[config.mk]
export PLATFORM = sky130hd
export DESIGN_NAME = divide_tokens
export DESIGN_NICKNAME = d
export VERILOG_FILES = /design/src/rtl/divide_tokens.sv
export SDC_FILE = /design/constraint.sdc
export NUM_CORES = 1
export LEC_CHECK = 0
export ABC_AREA = 0
export CORE_ASPECT_RATIO = 1.25
export CORE_MARGIN = 5
export CORE_UTILIZATION = 45
export DETAILED_ROUTE_END_ITERATION = 10
export PLACE_DENSITY = 0.73
export SLEW_MARGIN = 15
export SYNTH_ARGS = -nofsm -noshare
export SYNTH_HDL_FRONTEND = slang
export SYNTH_SLANG_ARGS = --single-unit
[constraint.sdc]
create_clock -name clk -period 12.53 [get_ports clk]
set_clock_uncertainty 0.2 [all_clocks]
set_input_delay 3.759 -clock clk [delete_from_list [all_inputs] [get_ports clk]]
set_output_delay 3.759 -clock clk [all_outputs]
set_load 0.01 [all_outputs]
[src/rtl/divide_tokens.sv]
// Multi-channel token divider: passes one token out of every N per channel, with a
// saturating total of emitted tokens. Divisor changes apply only at group boundaries.
module divide_tokens #(
  parameter int unsigned CH    = 4,
  parameter int unsigned DIV_W = 4,
  parameter int unsigned TOT_W = 16
) (
  input  logic             clk,
  input  logic             rst,
  input  logic [CH-1:0]    a,
  input  logic [DIV_W-1:0] div,
  input  logic             mode,
  input  logic             clr,
  output logic [CH-1:0]    b,
  output logic [CH-1:0]    pend,
  output logic [TOT_W-1:0] tot
);

  // Wide enough to hold tot plus a full-width popcount without overflow.
  localparam int unsigned SumW = TOT_W + $clog2(CH) + 1;
  localparam logic [SumW-1:0] TotMax = {{(SumW - TOT_W){1'b0}}, {TOT_W{1'b1}}};

  logic [DIV_W-1:0] div_eff;
  assign div_eff = (div == '0) ? DIV_W'(1) : div;

  for (genvar i = 0; i < CH; i++) begin : g_ch
    logic [DIV_W-1:0] ph_q, ph_d;
    logic [DIV_W-1:0] n_q, n_d;
    logic [DIV_W-1:0] ne;
    logic             at_first;
    logic             at_last;
    logic             tok;

    assign at_first = (ph_q == '0);
    assign ne       = at_first ? div_eff : n_q;
    assign at_last  = (ph_q == (ne - DIV_W'(1)));
    assign tok      = a[i] & ~clr;

    // Gating with rst keeps b quiet while reset is held, even in first-token mode.
    assign b[i]    = tok & rst & (mode ? at_first : at_last);
    assign pend[i] = ~at_first;

    always_comb begin
      ph_d = ph_q;
      n_d  = n_q;
      if (clr) begin
        ph_d = '0;
      end else if (a[i]) begin
        if (at_first) begin
          n_d = div_eff;
        end
        ph_d = at_last ? '0 : ph_q + DIV_W'(1);
      end
    end

    always_ff @(posedge clk or negedge rst) begin
      if (!rst) begin
        ph_q <= '0;
        n_q  <= DIV_W'(1);
      end else begin
        ph_q <= ph_d;
        n_q  <= n_d;
      end
    end
  end

  logic [SumW-1:0]  pop;
  logic [SumW-1:0]  sum;
  logic [TOT_W-1:0] tot_q, tot_d;

  always_comb begin
    pop = '0;
    for (int i = 0; i < CH; i++) begin
      pop = pop + SumW'(b[i]);
    end
  end

  assign sum = {{(SumW - TOT_W){1'b0}}, tot_q} + pop;

  always_comb begin
    tot_d = tot_q;
    if (clr) begin
      tot_d = '0;
    end else if (sum > TotMax) begin
      tot_d = TotMax[TOT_W-1:0];
    end else begin
      tot_d = sum[TOT_W-1:0];
    end
  end

  always_ff @(posedge clk or negedge rst) begin
    if (!rst) begin
      tot_q <= '0;
    end else begin
      tot_q <= tot_d;
    end
  end

  assign tot = tot_q;

endmodule

==> metrics.cfg, run 1 <==
[status]
status = completed

[finish]
fill_cells = 680
final_area_um2 = 3817
drive_gt1_share_pct = 12.06
final_nets = 403
antenna_cells = 0
area_growth_pct = 13.76

[detailed_routing]
wl_mm = 7.562
drc = 0
routedWlPerCell_um = 16.26
viasPerCell = 5.669
drt_iter0_markers = 118
antenna_left = 0
vias = 2636
dr.pass1.iters = 4

[global_route]
grt_pass1_wl_mm = 12.87
grt_overflow = 0
antenna_found_initial = 0
grt_start_max_net_pins = 51
grt_pass1_vias = 2734
grt_usage_pct = 17.32

[power_and_ir_drop]
power_leakage_uw = 0.001557
powerDensity_nw_per_um2 = 173.0
peakVddDrop_mv = 0.1073
total_power_uw = 660.6

[synth]
synth_top_area_share_pct = 32.81
synth_most_common_cell = dfrtp_1
synthCells = 346
yosysWarnings = 0
yosys-top-cells-area = dfrtp_1, xnor2_1, ha_1, xor2_1, a311oi_1
ys_async_sr_fraction_pct = 100.0
synth-edff-count = 0
netlist_top_cells_count = dfrtp_1, nand2_1, inv_1
syn_nets = 374
avgSynthCellArea_um2 = 9.699
seq_area_frac_synth_pct = 35.94
ys_ff_latch = 48
yosysUniqueCellTypes = 44
netlist_area_um2 = 3356
synth_top_area_cell = dfrtp_1
synth_top_flop_cell = dfrtp_1

[timing]
hold_viol = 0
finalCriticalPeriod_ps = 10730
setup-tns-final_ps = 0
fmax_ghz = 0.09319
slew_violations = 0
holdWs_ps = 308.4
finalCritPeriodShare_pct = 85.64
relSlewSlack_pct = 57.27
tightest_slew_ps = 640.9
rsz0062_at_grt = no
setup_viol = 0
timing.final.ws_setup_ps = 1799

[floorplan]
start_util_pct = 45.89
ios = 36
die_area_um2 = 9295
die_w_um = 87.24
die_h_um = 106.6
std_cell_rows = 35
coreArea_um2 = 7313

[critical_path]
crit_path_end_kind = output port
critical_path_class = in -> out
critical_path_arrival_ps = 6770
crit_path_max_fanout = 10
cp.required_ps = 8570
start_kind = input port

[placed_design]
dpl.hpwl_mm = 5.472
portBuffers = 35
gp_congestion = 0.7844
place_ws_ps = 1786
postPlaceCellArea_um2 = 3749

[clock_tree]
clockRootBuffer = clkbuf_8
cts.sinks = 48
ctsHoldBuffers = 0
post_cts_buffers = 0
cts_buffer_depth = 2
clkLatencyLatePin_ps = 300
htree_levels = 2
cts_tree = built
cts_buffers = 5
cts-resized-gates = 0
path_clk_slew_ps = 80

[min_path]
hold_class = reg -> reg

[run]
cap_violations = 0

[routing by layer]
layer | up-vias | track usage (%) | routed length, µm
li1 | 1273 | - | -
met1 | 1296 | 22.19 | 3361
met2 | 54 | 28.45 | 3713
met3 | 13 | 3.566 | 320
met4 | 0 | 6.360 | 167
met5 | - | 0 | 0
[logic make-up (layout without fill, tap and decap cells)]
group,after synthesis,in the layout,synth area share [%]
flops,48,48,35.94
xor+xnor,40,40,10.66
buf+inv,40,67,5.257
simple gates,116,116,21.25
mux,17,17,5.369
fa+ha+maj,16,16,6.637
compound gates,69,69,14.88
[path summary, 6_finish.rpt]
check	startpoint	endpoint	slack [ps]	depth (start not counted)
max	div[2]	b[3]	1800	8
min	g_ch[1].n_q[0]	g_ch[1].n_q[0]	310	2
max reg2reg	g_ch[3].ph_q[0]	tot[1]	7540	16
min reg2reg	g_ch[1].n_q[0]	g_ch[1].n_q[0]	310	2
max in group asynchronous	rst	g_ch[0].n_q[3]	8340	2
min in group asynchronous	rst	g_ch[0].ph_q[3]	3330	2
[metrics by stage]
step           utilization (%)  instances
3_5_place_dp             51.26        460
5_1_grt                  52.20        465
6_report                 52.20        465
2_1_floorplan                -        346
4_1_cts                  52.20        465
3_3_place_gp             51.26        460
[sequential cells by signal, summed over array words and instances, names as in the netlist]
signal	flops
g_ch.n_q	16
g_ch.ph_q	16
tot	16
[critical path: stages]
cell and delay, ps:
clkdlybuf4s50_1 630, nor3_2 580, o22ai_4 170, ha_1 340, xnor2_1 140, nor3_2 380, a31o_1 230, clkdlybuf4s50_1 540
[layout by cell type (no fill, tap or decap), types with 2 or more instances in the layout]
cell type / count
a211oi_1: 8
a21oi_1: 17
a311oi_1: 13
a31o_2: 3
a31oi_1: 4
and2_1: 4
and3_1: 4
and4bb_2: 3
buf_4: 2
clkbuf_8: 5
clkdlybuf4s50_1: 34
dfrtp_1: 44
dfstp_2: 4
fa_1: 3
ha_1: 13
inv_1: 25
mux2_2: 8
mux2i_1: 9
nand2_1: 28
nand2b_1: 13
nand3_1: 5
nand4_1: 4
nor2_1: 23
nor2b_1: 7
nor3_1: 6
nor3_2: 2
nor3_4: 3
nor3b_2: 3
nor4b_1: 4
o21ai_0: 14
o22ai_2: 3
o32a_2: 3
or4b_1: 3
xnor2_1: 21
xor2_1: 18
[cell type report]
cell class | count | area (µm²) | area share (%)
well taps | 92 | 115.1 | 3.015
flip-flops and latches | 48 | 1206 | 31.60
inverters | 25 | 93.84 | 2.458
clock buffers | 5 | 68.82 | 1.803
repair buffers | 37 | 360.3 | 9.440
multi-input cells | 258 | 1973 | 51.69
[where the power goes]
part / total [µW] / switching (µW) / internal, µW
combinational: 342 / 187 / 155
clock: 85.1 / 48.9 / 36.1
sequential: 233 / 40.0 / 193
Power figures use the tool's default switching activity.
==> run 2: changes to the inputs <==
- CAP_MARGIN: not set -> 5
- REMOVE_ABC_BUFFERS: not set -> 1
==> run 2 against run 1 <==
Wire length decreased by 2.0%. Sequential share of layout area decreased by 0.73 points. Global-route usage decreased by 0.34 points. Flip-flop and latch count unchanged. Via count decreased by 0.76%. First-iteration DRC count decreased by 1.7%. Combinational power about the same. Sequential power about the same. Power increased by 10%. Largest power group unchanged. Highest routed layer unchanged.
==> metrics.cfg, run 2 (synthesis results as in run 1) <==
[clock_tree]
post_cts_buffers = 0  ; unchanged
cts.sinks = 48  ; unchanged
cts_buffers = 5  ; unchanged
path_clk_slew_ps = 90  ; about the same
htree_levels = 2  ; unchanged
cts_tree = built
cts_buffer_depth = 2  ; unchanged
clockRootBuffer = clkbuf_8
cts-resized-gates = 0  ; unchanged
ctsHoldBuffers = 0  ; unchanged
clkLatencyLatePin_ps = 310  ; about the same

[floorplan]
die_w_um = 87.24  ; unchanged
die_area_um2 = 9295  ; unchanged
ios = 36  ; unchanged
coreArea_um2 = 7313  ; unchanged
start_util_pct = 45.89  ; unchanged
die_h_um = 106.6  ; unchanged
std_cell_rows = 35  ; unchanged

[finish]
final_cell_mix = dfrtp_1, clkdlybuf4s50_1, nand2_1
antenna_cells = 0  ; unchanged
regArea_um2 = 1206  ; unchanged
fill_cells = 680  ; unchanged
multi_input_area_um2 = 1973  ; unchanged
final_common_cell = dfrtp_1
final_nets = 403  ; unchanged
area_growth_pct = 16.44
drive_gt1_share_pct = 12.77  ; +0.70 points
final_cells = 468  ; +0.65%

[placed_design]
place_ws_ps = 1889  ; +102.9 ps
portBuffers = 35  ; unchanged
gp_congestion = 0.8184  ; +4.3%
dp_cells = 460  ; unchanged
dpl.hpwl_mm = 5.416  ; -1.0%

[global_route]
grt_pass1_vias = 2737  ; +0.11%
antenna_found_initial = 0  ; unchanged
met3_usage_pct = 3.798  ; +0.23 points
grt_pass1_wl_mm = 12.78  ; -0.70%
grt_use_met2_pct = 27.96  ; -0.48 points
grt_start_max_net_pins = 51  ; unchanged
grt_overflow = 0  ; unchanged
met1_usage_pct = 22.03  ; -0.16 points
top_usage_layer = met2
grt_usage_pct = 16.99  ; -0.34 points

[critical_path]
r2r_cells = 16  ; unchanged
crit_path_cell_trace = clkdlybuf4s50_1 > nor3_2 > o22ai_4 > ha_1 > xnor2_1 > nor3_2 > a31o_1 > clkdlybuf4s50_1
start_kind = input port
cp.required_ps = 8570  ; about the same
slowest_delay_ps = 610  ; -20 ps
critical_path_arrival_ps = 6660  ; -110 ps
cpMaxStageDelayCell = clkdlybuf4s50_1
crit_path_max_fanout = 10  ; unchanged
critical_path_class = in -> out
crit_path_end_kind = output port

[power_and_ir_drop]
p_sw_share_pct = 38.41  ; -3.4 points
combinationalPowerShare_pct = 46.7  ; -5.1 points
seq_power_share_pct = 32.0  ; -3.3 points
p_int_uw = 448.1  ; +17%
clkPwrFrac_pct = 21.3  ; +8.4 points
peakVddDrop_mv = 0.09337  ; -13%
powerDensity_nw_per_um2 = 186.2  ; +7.6%
p_switching_uw = 279.4  ; +1.1%
power_leakage_uw = 0.001600  ; +2.7%

[detailed_routing]
dr.pass1.iters = 4  ; unchanged
vias = 2616  ; -0.76%
drc = 0  ; unchanged
viasPerCell = 5.590  ; -1.4%
wl_mm = 7.414  ; -2.0%
antenna_left = 0  ; unchanged
drt_iter0_markers = 116  ; -1.7%
routedWlPerCell_um = 15.84  ; -2.6%

[timing]
timing.final.ws_setup_ps = 1907  ; +107.8 ps
tightest_slew_ps = 879.5  ; +238.6 ps
relSlewSlack_pct = 41.18  ; -16 points
fmax_ghz = 0.09413  ; +1.0%
holdWs_ps = 306.3  ; -2.138 ps
finalCriticalPeriod_ps = 10620  ; -107.8 ps
hold_viol = 0  ; unchanged
slew_violations = 0  ; unchanged
rsz0062_at_grt = no
setup_viol = 0  ; unchanged
setup-tns-final_ps = 0  ; unchanged
finalCritPeriodShare_pct = 84.78  ; -0.86 points

[status]
status = completed

[run]
cap_violations = 0  ; unchanged

[min_path]
min_delay_path_depth = 2  ; unchanged
hold_class = reg -> reg

## run 2: cell types whose count changed in the layout (fill, tap and decap cells not counted)
cell,before,now
bufinv_16,0,3
## run 2: worst paths after layout
path                                 start  slack, ps             end
hold reg to reg             g_ch[2].n_q[0]        310  g_ch[2].n_q[0]
hold / removal              g_ch[2].n_q[0]        310  g_ch[2].n_q[0]
setup reg to reg           g_ch[1].ph_q[0]       7560          tot[2]
min in group asynchronous              rst       3330         tot[10]
max in group asynchronous              rst       8330  g_ch[0].n_q[2]
setup / recovery                    div[2]       1910            b[3]
## run 2: metrics by stage
stage               power [µW]  area (µm²)  utilization, %
floorplan                484.8        3273               -
global placement         563.0        3749           51.26
detailed placement       574.5        3749           51.26
CTS                      733.5        3908           53.43
global route             779.1        3908           53.43
finish                   727.5        3908           53.43
## run 2: power by group through the flow
stage	registers, µW	logic, µW	clock network (µW)
after floorplan	226	259	0
after global placement	234	329	0
after detailed placement	236	339	0
after CTS	233	342	158
after global routing	239	378	163
final	233	339	155
## run 2: routing by layer
metal	part of all wire [%]	up-vias	wire (µm)
met5	0	-	0
met4	1.4	0	106
met3	4.6	11	339
met2	50	55	3690
met1	44	1277	3278
li1	-	1273	-
## run 2: critical path, delay by kind of cell
family | cells | cell delay, ps
buf+inv | 2 | 1150
compound gates | 2 | 380
simple gates | 2 | 870
fa+ha+maj | 1 | 350
xor+xnor | 1 | 150
## run 2: final cells by class
type	count	share of cell area (%)
Clock buffer	5	1.761
Clock inverter	3	2.305
Inverter	25	2.402
Multi-Input combinational cell	258	50.50
Sequential cell	48	30.87
Tap cell	92	2.946
Timing Repair Buffer	37	9.222
